### config.mk
export PLATFORM = sky130hd
export DESIGN_NAME = unified_mem_arbiter
export DESIGN_NICKNAME = d
export VERILOG_FILES = /design/src/rtl/unified_mem_arbiter.sv
export SDC_FILE = /design/constraint.sdc
export NUM_CORES = 1
export LEC_CHECK = 0
export ABC_AREA = 0
export BUFFER_PORTS_ARGS = -buffer_cell sky130_fd_sc_hd__buf_4
export CORE_MARGIN = 2
export CORE_UTILIZATION = 41
export DETAILED_ROUTE_END_ITERATION = 10
export PLACE_DENSITY = 0.76
export SYNTH_ARGS = -nofsm -noshare
export SYNTH_HDL_FRONTEND = slang
export SYNTH_SLANG_ARGS = --single-unit
### constraint.sdc
create_clock -name clk -period 4 [get_ports clk]
set_clock_uncertainty 0.2 [all_clocks]
set_input_delay 0 -clock clk [delete_from_list [all_inputs] [get_ports clk]]
set_output_delay 0 -clock clk [all_outputs]
set_load 0.03 [all_outputs]
### src/rtl/unified_mem_arbiter.sv
// unified_mem_arbiter: shares one fixed-latency memory between fetch (IF) and data (DM) requesters.
// Define MEM_ARB_RR_EN for round-robin on simultaneous requests; default is DM-over-IF priority.
module unified_mem_arbiter #(
  parameter int AW = 32,
  parameter int DW = 32,
  parameter int WAIT = 2
) (
  input  logic          clk,
  input  logic          rst,
  input  logic          if_req,
  input  logic [AW-1:0] if_addr,
  output logic [DW-1:0] if_rdata,
  output logic          if_ack,
  input  logic          dm_req,
  input  logic          dm_we,
  input  logic [AW-1:0] dm_addr,
  input  logic [DW-1:0] dm_wdata,
  output logic [DW-1:0] dm_rdata,
  output logic          dm_ack,
  output logic          mem_en,
  output logic          mem_we,
  output logic [AW-1:0] mem_addr,
  output logic [DW-1:0] mem_wdata,
  input  logic [DW-1:0] mem_rdata,
  output logic          busy
);
  typedef enum logic [1:0] {IDLE, ACCESS, RESP} state_t;
  localparam logic [3:0] CNT_INIT = 4'(WAIT - 1);
`ifdef MEM_ARB_RR_EN
  localparam bit RR = 1'b1;
`else
  localparam bit RR = 1'b0;
`endif
  state_t state, state_n;
  logic [3:0] cnt;
  logic grant, last_grant;
  logic [AW-1:0] a_addr;
  logic a_we;
  logic [DW-1:0] a_wdata;
  logic pick_dm, start;
  // grant/last_grant: 1 = DM, 0 = IF; with RR a tie goes to the port not served last
  assign pick_dm = dm_req && (!if_req || !RR || !last_grant);
  assign start = state == IDLE && (if_req || dm_req);
  always_comb begin
    state_n = state;
    state_n = state == IDLE ? (start ? ACCESS : IDLE) :
              state == ACCESS ? (cnt == 4'd0 ? RESP : ACCESS) : IDLE;
  end
  always_ff @(posedge clk)
    state <= rst ? IDLE : state_n;
  always_ff @(posedge clk) begin
    if (rst) begin
      cnt <= 4'd0;
      grant <= 1'b0;
      last_grant <= 1'b0;
      if_rdata <= '0;
      dm_rdata <= '0;
    end else begin
      if (start) begin
        grant <= pick_dm;
        a_addr <= pick_dm ? dm_addr : if_addr;
        a_we <= pick_dm && dm_we;
        a_wdata <= dm_wdata;
        cnt <= CNT_INIT;
      end
      if (state == ACCESS) begin
        cnt <= cnt - 4'd1;
        if (cnt == 4'd0 && !a_we && grant) dm_rdata <= mem_rdata;
        if (cnt == 4'd0 && !a_we && !grant) if_rdata <= mem_rdata;
      end
      if (state == RESP) last_grant <= grant;
    end
  end
  assign mem_en = state == ACCESS;
  assign mem_we = mem_en && a_we;
  assign mem_addr = a_addr;
  assign mem_wdata = a_wdata;
  assign if_ack = state == RESP && !grant;
  assign dm_ack = state == RESP && grant;
  assign busy = state != IDLE;
endmodule
==> summary.txt <==
Outcome
  – Outcome: finished, final reports clean

Floorplanning
  – IO Pins: 266
  – Die area: 14000 µm²
  – Row cnt: 41
  – Core area: 12700 µm²
  – Die Width: 118 µm
  – Initial Utilization: 0.423
  – Die Y: 118 µm

Timing
  – RSZ-0062 raised after global routing: false
  – Pins over their slew limit: 0
  – Tcrit/Tclk final: 0.770
  – Least-Margin Pin Slew: 1190 ps
  – TNS Setup: 0 ps
  – Worst slew margin: 0.201
  – Crit path time final: 3080 ps
  – Fin. Hold Viols: 0
  – Fmax: 325 MHz
  – Hold Slack: 41.8 ps
  – Setup violators final: 0

Detailed routing
  – TritonRoute pass-1 iters: 5
  – Detailed Route WL: 18200 µm
  – Wirelength per Cell: 18.1 µm
  – Remaining DRCs: 0
  – Via count: 4953
  – Detail Route Antenna Nets: 0
  – Violation count after the first detailed-route iteration: 495
  – Number of vias per cell: 4.91

Pwr
  – Worst vdd ir: 0.000266 V
  – Comb pwr share: 0.203
  – Net Switching: 1.07 mW
  – Power per cell area: 422 nW/µm²
  – Total internal power: 2.90 mW
  – Leakage power: 4.03 nW
  – Clock Power Share: 0.390
  – Sw frac: 0.269
  – Share of power burned in registers: 0.407

Synthesis
  – Sequential share of the synthesized area: 0.629
  – Ys async rst share: 0
  – Post-Synth Simple-Gate Area: 0.134
  – Primary FF master, synth: dfxtp_1
  – Syn nets: 569
  – Mux cell area share after synthesis: 0.127
  – Avg Inst Size Synth: 12.3 µm²
  – Seq cells post-synth: 136
  – Unique masters post-synth: 32
  – Synth Area in Adders: 0.00467
  – XOR/XNOR share of the synthesized area: 0.00163
  – Largest family of logic cells by synthesized area: simple AND/OR/NAND/NOR gates
  – Synth warnings: 0
  – Mapped cell area: 5360 µm²
  – Compound-Gate Fraction of Synth Area: 0.0710
  – Post-synth EDFFs: 65
  – Cells after synthesis: 434

Min path
  – Hold Startpoint: dm_req
  – Hold Path End: a_we$_DFFE_PP_
  – Hold path cells: 2
  – Hold Path Class: in2reg

CTS
  – CTS tree: yes
  – Clock Pin Slew Worst Setup and Hold Paths: 50 ps
  – Num CTS Buffers: 17
  – CTS max path bufs: 2
  – Worst-skew pair later-pin latency: 410 ps
  – H-tree Lvls: 4
  – CTS root buf: clkbuf_16
  – CTS sink cnt: 136
  – Post_cts resized: 0

GRT
  – GRT Residual Overflow: 0
  – Global Route Usage Sum: 0.259
  – Initial antenna violation count: 1
  – Largest net degree at the start of global routing: 105
  – Number of global-route vias before repair: 5120
  – First-pass GRT wire length: 27900 µm

Critical path
  – Crit Path Class: reg2reg
  – Crit path arrival time: 3170 ps
  – Worst-path fanout max: 32
  – CP Capture Type: register
  – Worst reg2reg setup slack: 920 ps
  – RR Endpoint: dm_rdata[30]$_SDFFE_PP0P_
  – Reg-to-reg critical path startpoint: a_we$_DFFE_PP_
  – Startpoint Class: register
  – Reg2Reg Depth: 4
  – WP data required: 4090 ps

Run
  – Max_cap viols: 0

Place
  – DP Wirelength: 10500 µm
  – Buffers added on ports: 265
  – GPL Wtd Cong: 0.826
  – Inst Count DP: 842
  – Placed instance area: 7460 µm²

Cells and area
  – Footprint of the multi-input gates: 1840 µm²
  – Storage cell area: 3370 µm²
  – Layout cells sized above 1: 0.398
  – Final Util: 0.741
  – Fillcell total: 760
  – Final Cell Area: 9390 µm²
  – Final Net Count: 958
  – Commonest cells after routing, fill and taps aside: buf_4 (268), dlygate4sd3_1 (134), dfxtp_1 (71), nand2b_1 (66), edfxtp_1 (65)
  – Most common cell after layout, fill and taps aside: buf_4
  – Syn-to-layout area delta: 75.2%
  – Cell Count, Final, Fillers Out: 1008
[how the worst max path moves through the flow]
| stage | startpoint | end | slack, ps | depth (start not counted) |
|---|---|---|---|---|
| floorplan | dm_req | a_we$_DFFE_PP_ | 870 | 4 |
| global placement | cnt[0]$_SDFFE_PP0P_ | if_rdata[23]$_SDFFE_PP0P_ | 1320 | 5 |
| detailed placement | cnt[0]$_SDFFE_PP0P_ | if_rdata[29]$_SDFFE_PP0P_ | 1240 | 5 |
| CTS | a_we$_DFFE_PP_ | dm_rdata[30]$_SDFFE_PP0P_ | 950 | 4 |
| global route | a_we$_DFFE_PP_ | dm_rdata[30]$_SDFFE_PP0P_ | 670 | 4 |
| finish | a_we$_DFFE_PP_ | dm_rdata[30]$_SDFFE_PP0P_ | 920 | 4 |
[cells in the mapped netlist, types with 2 or more instances]
cell / count / area, µm²
clkbuf_1: 26 / 97.6
nand3_1: 33 / 165
edfxtp_1: 65 / 1950
a21oi_1: 36 / 180
nand2_1: 2 / 7.51
nor3_1: 2 / 10.0
mux2i_1: 32 / 320
or3_1: 2 / 12.5
nor2_1: 4 / 15.0
ha_1: 2 / 25.0
o211ai_1: 2 / 15.0
dfxtp_1: 71 / 1420
mux2_2: 32 / 360
inv_1: 5 / 18.8
o21ai_0: 34 / 170
nor3b_1: 2 / 15.0
nand2b_1: 66 / 413
buf_1: 2 / 7.51
and2_1: 2 / 12.5
buf_8: 2 / 30.0
[sequential cells by signal, indices dropped and copies added, names as in the netlist]
signal,flops
dm_rdata,32
if_rdata,32
mem_addr,32
mem_wdata,32
cnt,4
state,2
a_we,1
grant,1
[per-layer routing]
metal,up-vias,part of all wire,global-route usage
li1,2329,-,-
met1,2347,0.39,0.303
met3,33,0.076,0.0666
met4,0,0.028,0.114
met2,244,0.51,0.448
met5,-,0,0
[cell families after synthesis]
family	Yosys count
flip-flops	136
XOR/XNOR	1
buffers and inverters	37
AO/OA/AOI/OAI	74
adder cells (fa/ha/maj)	2
multiplexers	64
AND/OR/NAND/NOR	120
[layout make-up]
type	count	area share
Antenna cell	1	0.000267
Clock buffer	17	0.0453
Clock inverter	14	0.0168
Inverter	5	0.00200
Multi-Input combinational cell	261	0.196
Sequential cell	136	0.359
Tap cell	172	0.0229
Timing Repair Buffer	402	0.357
[worst max-delay path, cell delays in order (launching register included)]
cell and delay (ps):
edfxtp_1 490, nand4bb_1 1060, o21ai_0 500, a21oi_1 110, dlygate4sd3_1 600
[per-stage QoR]
stage / setup WS [ps] / power [mW]
2_1_floorplan: 873 / 2.02
3_3_place_gp: 1320 / 2.29
3_5_place_dp: 1240 / 2.30
4_1_cts: 945 / 3.95
5_1_grt: 675 / 4.10
6_report: 921 / 3.96
[power groups by stage]
stage | Sequential [mW] | Combinational (mW) | Clock, mW
after floorplan | 1.78 | 0.236 | 0
after global placement | 1.63 | 0.658 | 0
after detailed placement | 1.63 | 0.670 | 0
after CTS | 1.61 | 0.785 | 1.56
after global routing | 1.62 | 0.846 | 1.63
final | 1.61 | 0.803 | 1.55
[timing repair]
item / 4_1_cts / 5_1_grt
hold endpoints to repair: 135 / 0
buffers inserted: 0 / 0
hold buffers: 134 / 0
(Power assumes the default switching activity.)
